--- src/rtl/quad_encoder_window.sv ---
// Quadrature encoder front end: 2-FF sync, per-phase glitch filter, x4 decode,
// and a windowed saturating pulse accumulator published on each active-low tick.
//
// state   | meaning
// S_INIT  | first cycle after reset, capture filtered phases as the reference
// S_TRACK | decode phase changes against the previous filtered sample
module quad_encoder_window #(
  parameter int RPM_DATA   = 8,
  parameter int FILTER_LEN = 4,
  parameter int FILT_WIDTH = 3
) (
  input  logic                QUAD_ENCODER_WINDOW_CLOCK,
  input  logic                QUAD_ENCODER_WINDOW_RESET_InHigh,
  input  logic                QUAD_ENCODER_WINDOW_ENCODERA_In,
  input  logic                QUAD_ENCODER_WINDOW_ENCODERB_In,
  input  logic                QUAD_ENCODER_WINDOW_TICK_InLow,
  output logic [RPM_DATA-1:0] QUAD_ENCODER_WINDOW_COUNT_OutBus,
  output logic                QUAD_ENCODER_WINDOW_DIR_Out,
  output logic                QUAD_ENCODER_WINDOW_VALID_Out,
  output logic                QUAD_ENCODER_WINDOW_OVF_Out,
  output logic                QUAD_ENCODER_WINDOW_ERR_Out
);

  typedef enum logic {S_INIT, S_TRACK} state_t;

  localparam logic signed [RPM_DATA+1:0] POS_MAX = (RPM_DATA+2)'((2 ** RPM_DATA) - 1);
  localparam logic signed [RPM_DATA+1:0] NEG_MAX = -POS_MAX;
  localparam logic [FILT_WIDTH-1:0]      FILT_LAST = FILT_WIDTH'(FILTER_LEN - 1);

  logic                  clk;
  logic                  rst;
  logic                  tick_n;
  logic [1:0]            sync1, sync2, filt_ab, prev_ab;
  logic [FILT_WIDTH-1:0] fcnt [2];
  state_t                state;
  logic signed [RPM_DATA:0]   acc;
  logic signed [RPM_DATA+1:0] sum_w;
  logic signed [RPM_DATA:0]   acc_next;
  logic [RPM_DATA:0]          acc_abs;
  logic                  sat_now;
  logic                  ovf_acc, err_acc;
  logic [1:0]            pos_diff;
  logic signed [1:0]     delta;
  logic                  err_now;

  assign clk    = QUAD_ENCODER_WINDOW_CLOCK;
  assign rst    = QUAD_ENCODER_WINDOW_RESET_InHigh;
  assign tick_n = QUAD_ENCODER_WINDOW_TICK_InLow;

  // Synchroniser and glitch filter; bit 1 is phase A, bit 0 is phase B.
  always_ff @(posedge clk or posedge rst) begin
    if (rst) begin
      sync1   <= '0;
      sync2   <= '0;
      filt_ab <= '0;
      fcnt[0] <= '0;
      fcnt[1] <= '0;
    end else begin
      sync1 <= {QUAD_ENCODER_WINDOW_ENCODERA_In, QUAD_ENCODER_WINDOW_ENCODERB_In};
      sync2 <= sync1;
      for (int i = 0; i < 2; i++) begin
        if (sync2[i] != filt_ab[i]) begin
          if (fcnt[i] == FILT_LAST) begin
            filt_ab[i] <= sync2[i];
            fcnt[i]    <= '0;
          end else begin
            fcnt[i] <= fcnt[i] + 1'b1;
          end
        end else begin
          fcnt[i] <= '0;
        end
      end
    end
  end

  // Gray code mapped to a 2-bit position; the position difference gives the step.
  always_comb begin
    pos_diff = {filt_ab[1], filt_ab[1] ^ filt_ab[0]} - {prev_ab[1], prev_ab[1] ^ prev_ab[0]};
    delta    = 2'sd0;
    err_now  = 1'b0;
    if (state == S_TRACK) begin
      if (pos_diff == 2'b10) err_now = 1'b1;
      else                   delta   = $signed(pos_diff);
    end
  end

  always_comb begin
    sum_w    = {acc[RPM_DATA], acc} + {{RPM_DATA{delta[1]}}, delta};
    sat_now  = 1'b0;
    acc_next = sum_w[RPM_DATA:0];
    if (sum_w > POS_MAX) begin
      sat_now  = 1'b1;
      acc_next = POS_MAX[RPM_DATA:0];
    end else if (sum_w < NEG_MAX) begin
      sat_now  = 1'b1;
      acc_next = NEG_MAX[RPM_DATA:0];
    end
    acc_abs = acc[RPM_DATA] ? -acc : acc;
  end

  always_ff @(posedge clk or posedge rst) begin
    if (rst) begin
      state   <= S_INIT;
      prev_ab <= '0;
      acc     <= '0;
      ovf_acc <= 1'b0;
      err_acc <= 1'b0;
      QUAD_ENCODER_WINDOW_COUNT_OutBus <= '0;
      QUAD_ENCODER_WINDOW_DIR_Out      <= 1'b0;
      QUAD_ENCODER_WINDOW_VALID_Out    <= 1'b0;
      QUAD_ENCODER_WINDOW_OVF_Out      <= 1'b0;
      QUAD_ENCODER_WINDOW_ERR_Out      <= 1'b0;
    end else begin
      prev_ab <= filt_ab;
      if (state == S_INIT) state <= S_TRACK;
      QUAD_ENCODER_WINDOW_VALID_Out <= ~tick_n;
      if (!tick_n) begin
        QUAD_ENCODER_WINDOW_COUNT_OutBus <= acc_abs[RPM_DATA] ? '1 : acc_abs[RPM_DATA-1:0];
        if (acc != '0) QUAD_ENCODER_WINDOW_DIR_Out <= acc[RPM_DATA];
        QUAD_ENCODER_WINDOW_OVF_Out <= ovf_acc;
        QUAD_ENCODER_WINDOW_ERR_Out <= err_acc;
        // The tick cycle's own edge opens the new window.
        acc     <= {{(RPM_DATA-1){delta[1]}}, delta};
        ovf_acc <= 1'b0;
        err_acc <= err_now;
      end else begin
        acc <= acc_next;
        if (sat_now) ovf_acc <= 1'b1;
        if (err_now) err_acc <= 1'b1;
      end
    end
  end

endmodule

--- config.mk ---
export PLATFORM = sky130hd
export DESIGN_NAME = quad_encoder_window
export DESIGN_NICKNAME = d
export VERILOG_FILES = /design/src/rtl/quad_encoder_window.sv
export SDC_FILE = /design/constraint.sdc
export NUM_CORES = 1
export LEC_CHECK = 0
export BUFFER_PORTS_ARGS = -buffer_cell sky130_fd_sc_hd__buf_2
export CORE_ASPECT_RATIO = 1.1
export CORE_MARGIN = 8
export CORE_UTILIZATION = 30
export CTS_BUF_LIST = sky130_fd_sc_hd__clkbuf_8
export CTS_CLUSTER_SIZE = 8
export DETAILED_ROUTE_END_ITERATION = 8
export PLACE_DENSITY_LB_ADDON = 0.08
export SYNTH_ARGS = -nofsm -noshare
export SYNTH_HDL_FRONTEND = slang
export SYNTH_SLANG_ARGS = --single-unit
--- constraint.sdc ---
create_clock -name QUAD_ENCODER_WINDOW_CLOCK -period 3.2 [get_ports QUAD_ENCODER_WINDOW_CLOCK]
set_input_delay 0.64 -clock QUAD_ENCODER_WINDOW_CLOCK [delete_from_list [all_inputs] [get_ports QUAD_ENCODER_WINDOW_CLOCK]]
set_output_delay 0.64 -clock QUAD_ENCODER_WINDOW_CLOCK [all_outputs]
set_load 0.02 [all_outputs]
Word level (Yosys, flattened, before mapping)
Cells that the tools add are included.

Add/subtract/negate cells: 5. Multiply operators: 0. Div/mod/pow operators: 0. Order comparisons: 2. Eq/ne operators: 7. Shift-type cells: 0. Muxes and demuxes: 19. Bitwise operators: 3. Reductions and logical operators: 4.

Operators by type and width (number): 9-bit 2-to-1 mux (4); 3-bit 2-to-1 mux (4); 9-bit by 2-bit adder with 10-bit output (1); 10-bit by 9-bit greater-than comparator with 1-bit output (second input constant) (1); 10-bit by 9-bit < comparator with 1-bit output (second input constant) (1); 9-bit negation (1); 9-bit nonzero test (1); 1-bit 2-to-1 mux (8); 8-bit 2-to-1 mux (1); 3-bit by 1-bit adder with 3-bit output (second input constant) (2); 3-bit by 2-bit == test with 1-bit output (second input constant) (2); 2-bit AND reduction (3); 2-bit 2-to-1 mux (2); 2-bit by 1-bit != test with 1-bit output (second input constant) (2); 2-bit == test (second input constant) (1); 1-bit != test (2); 2-bit subtractor (1); 1-bit XOR (2); 1-bit NOT (1).

Register bits: 38. Latch bits: 0. Bits in writable memories: 0. Memory bits (read-only): 0. Input bits: 5. Output and inout port bits: 12. Word-level logic and storage cells: 56. Memories: 0.

Longest topological paths before layout
Word-level depth: 11. Gate-level depth with buffers: 13. Gate-level depth less buffers: 12.

Worst setup path before layout
No wires, ideal clock.

Path type: register to register. Start point: reg filt_ab[1]. End point: reg acc[4]. Data arrival time: 3007 ps. Required time: 3080 ps. Slack: 73 ps. Stages on the path, launching flop included: 13. Path buffers: 0. Cell sequence: dfrtp_1 > xnor2_1 > ha_1 > xnor2_1 > xnor2_1 > and2_1 > ha_1 > a211oi_4 > o31ai_2 > or2_1 > a31o_2 > a31o_4 > a31o_1.

Word-level cells in the longest chain between the ends: 10.

Ends and longest elaborated chain: start: declaration (RTL line 33) `logic [1:0] sync1, sync2, filt_ab, prev_ab;`; start signal: indexed assignment (RTL line 64) `filt_ab[i] <= sync2[i];`; 1-bit XOR (RTL line 78) `pos_diff = {filt_ab[1], filt_ab[1] ^ filt_ab[0]} - {prev_ab[1], prev_ab[1] ^ prev_ab[0]};`; 2-bit subtractor * (RTL line 78); 2-bit == test (RTL line 82) `if (pos_diff == 2'b10) err_now = 1'b1;`; 2-bit 2-to-1 mux * (RTL line 82); 2-bit 2-to-1 mux * (RTL line 81) `if (state == S_TRACK) begin`; 9-bit by 2-bit adder with 10-bit output (RTL line 88) `sum_w = {acc[RPM_DATA], acc} + {{RPM_DATA{delta[1]}}, delta};`; 10-bit by 9-bit < comparator with 1-bit output (RTL line 94) `end else if (sum_w < NEG_MAX) begin`; 9-bit 2-to-1 mux (RTL line 94); 9-bit 2-to-1 mux (RTL line 91) `if (sum_w > POS_MAX) begin`; 9-bit 2-to-1 mux * (RTL line 117) `if (!tick_n) begin`; end signal: assignment (RTL line 123) `acc <= {{(RPM_DATA-1){delta[1]}}, delta};`; end signal: assignment (RTL line 127) `acc <= acc_next;`; end: declaration (RTL line 36) `logic signed [RPM_DATA:0] acc;`.

Every way passes the cells marked *; elsewhere a longest branch is shown, timed or not. A chain may end at the register's enable or synchronous reset.

Worst setup path after layout
Start point: reg filt_ab[1]. End point: reg ovf_acc.

Word-level cells in the longest chain between the ends: 10.

Ends and longest elaborated chain: 1-bit XOR (RTL line 78); 2-bit subtractor * (RTL line 78); 2-bit == test (RTL line 82); 2-bit 2-to-1 mux * (RTL line 82); 2-bit 2-to-1 mux * (RTL line 81); 9-bit by 2-bit adder with 10-bit output * (RTL line 88); 10-bit by 9-bit < comparator with 1-bit output (RTL line 94); 1-bit 2-to-1 mux (RTL line 94); 1-bit 2-to-1 mux * (RTL line 91); 2-bit by 1-bit != test with 1-bit output (no line) *; end signal: assignment (RTL line 106) `ovf_acc <= 1'b0;`; end signal: assignment (RTL line 124) `ovf_acc <= 1'b0;`; end signal: assignment (RTL line 128) `if (sat_now) ovf_acc <= 1'b1;`; end: declaration (RTL line 41) `logic ovf_acc, err_acc;`.

Marks and branches as above.

==> metrics <==
most frequent cell after synthesis dfrtp_1; fin crit share 0.948; M3 GR Usage 0.0289; register bit total from synthesis 38; required time of the critical path 3.36 ns; first-pass GRT wire length 7.95 mm; worst skew pair latency 0.29 ns; initial core utilization 0.302; Placer Congestion 0.789; grt ovf 0; antenna cells 0; Synth Area per Inst 10.5 sq um; TritonCTS clock tree done; Yosys top cell area share 0.457; Synth Cell Area 0.00208 sq mm; Area contributors post-synth dfrtp_1 (46%), ha_1 (7.8%), o21ai_1 (4.1%), nand2_1 (2.5%), xnor2_1 (2.5%); final instance area 0.00262 sq mm; worst slew pin tran 0.585 ns; vias in the first global route 1657; Post-synth top cells dfrtp_1 (38), o21ai_1 (17), nand2_1 (14), ha_1 (13), inv_1 (8); top cell type by total area after synthesis dfrtp_1; gr usage total 0.104; clock sink total 38; CP Launch Type register; core area 0.00689 sq mm; DP HPWL 3.58 mm; Die H 103 microns; Final Hold Fails 0; Post-Syn Instances 198; layout overhead on the synthesized area 25.9%; Post-synth EDFFs 0; share of flip-flops with an asynchronous set or reset 1.00; fin nets 251; setup tns final 0 ns; Max Clock Freq 330 MHz; GR Layer Usage met2 0.180; cts hold-fix bufs 0; number of DRC markers in iteration 0 73; syn nets 217; number of buffers created by CTS 5; status complete, no violations; H-tree levels 2; post-layout min period 3.03 ns; met1 usage 0.123; filler cell count 722; CTS max path bufs 2; layout cells sized above 1 0.343; io pins 17; largest net degree at the start of global routing 36; std cell rows 32; Slew Limit Fails 0; Max Cap Viol 0; Die ar. 0.00986 sq mm; CP startpoint filt_ab[1]$_DFFE_PP0P_; CP arrival 3.20 ns; initial antenna violation count 0; DRT antenna net count 0; Hold WC Path Type register to register; drt total wl 4.79 mm; hold_sp sync1[0]$_DFF_PP0_; count of final setup violators 0; Clock transition at path regs 0.07 ns; Critical Path Sink Type register; Seq/Total Area, Yosys 0.457; Synth warnings 0; maximum fanout along the worst path 6; drt pass-1 iters 4; ys flop type dfrtp_1; reg-to-reg startpoint filt_ab[1]$_DFFE_PP0P_; DR vias 1566; DRC viols 0; Placement Cell Area 0.00237 sq mm; Slew HR 0.610; FF+latch area 951 sq um; routed len/inst 15.1 microns; Final Skew 0.00583 ns; Die W 95.4 microns; Vias/cell 4.92; number of I/O port buffers 16; area of the multi-input gates 0.00122 sq mm; root buffer cell clkbuf_8; critical path class register to register; Distinct cells, synth 56; Post-CTS Setup Bufs 0; GR peak layer met2
-- area by class of cell --
class / count / share of cell area
repair buffers: 33 / 0.0807
well taps: 85 / 0.0406
clock buffers: 6 / 0.0315
flip-flops and latches: 38 / 0.363
clock inverters: 2 / 0.00621
inverters: 8 / 0.0115
multi-input cells: 146 / 0.467
-- worst max-delay path: stages, from the launching register on --
cell,delay (ns)
dfrtp_1,0.39
xnor2_1,0.18
ha_2,0.19
xnor2_1,0.12
xnor2_1,0.11
and2_4,0.19
buf_4,0.16
ha_2,0.19
or4_4,0.55
o22ai_4,0.17
xnor2_2,0.11
buf_6,0.14
buf_4,0.15
o31ai_2,0.21
a31oi_1,0.06
-- per-layer routing --
layer	wire length, microns	share of wire
met2	2420	0.50
met5	0	0
met3	131	0.027
met1	2170	0.45
met4	68	0.014
-- through the flow --
stage	worst slack (ns)	cells	utilization	hold slack, ns
global route	-0.0155	318	0.381	0.367
detailed placement	0.00430	310	0.344	0.336
CTS	0.0119	318	0.358	0.362
global placement	0.0795	310	0.344	0.343
finish	0.166	318	0.381	0.358
floorplan	0.0730	198	-	0.331
-- layout by cell type (no fill, tap or decap), drive strengths merged, types with 7 or more instances in the layout --
cell type	instances
a21oi	7
ha	13
buf	33
nor2	7
dfrtp	38
inv	9
nand2	14
o21ai	21
-- state kept, by name, summed over array words and instances (netlist names) --
name,flops
acc,9
QUAD_ENCODER_WINDOW_COUNT_OutBus,8
fcnt,6
filt_ab,2
prev_ab,2
sync1,2
sync2,2
QUAD_ENCODER_WINDOW_DIR_Out,1
QUAD_ENCODER_WINDOW_ERR_Out,1
QUAD_ENCODER_WINDOW_OVF_Out,1
QUAD_ENCODER_WINDOW_VALID_Out,1
err_acc,1
ovf_acc,1
state,1
-- kinds of logic (layout without fill, tap and decap cells) --
| kind of cell | after synthesis | in the layout | share of synthesized area |
|---|---|---|---|
| adders and majority gates | 14 | 14 | 0.0877 |
| xor gates and xnor gates | 10 | 10 | 0.0421 |
| and+or+nand+nor | 55 | 55 | 0.147 |
| muxes | 4 | 4 | 0.0216 |
| other | 1 | 1 | 0.00180 |
| AOI/OAI and AO/OA | 62 | 62 | 0.214 |
| DFF | 38 | 38 | 0.457 |
| buffers and inverters | 14 | 49 | 0.0288 |
-- final timing paths --
| check | to | slack [ns] | depth (start not counted) |
|---|---|---|---|
| max | ovf_acc$_DFFE_PP0P_ | 0.17 | 14 |
| min | sync2[0]$_DFF_PP0_ | 0.36 | 0 |
| max reg2reg | ovf_acc$_DFFE_PP0P_ | 0.17 | 14 |
| min reg2reg | sync2[0]$_DFF_PP0_ | 0.36 | 0 |
| max in group asynchronous | fcnt[4]$_DFF_PP0_ | 2.08 | 3 |
| min in group asynchronous | QUAD_ENCODER_WINDOW_COUNT_OutBus[7]$_DFFE_PP0N_ | 0.39 | 2 |
-- timing repair --
item / in CTS / in global routing
gates resized for setup: 0 / 31
endpoints found under the setup margin: 0 / 10
hold endpoints to repair: 0 / 0
Power is not shown: default switching activity piles up to over one toggle a cycle in this logic, so the estimate is an artifact.
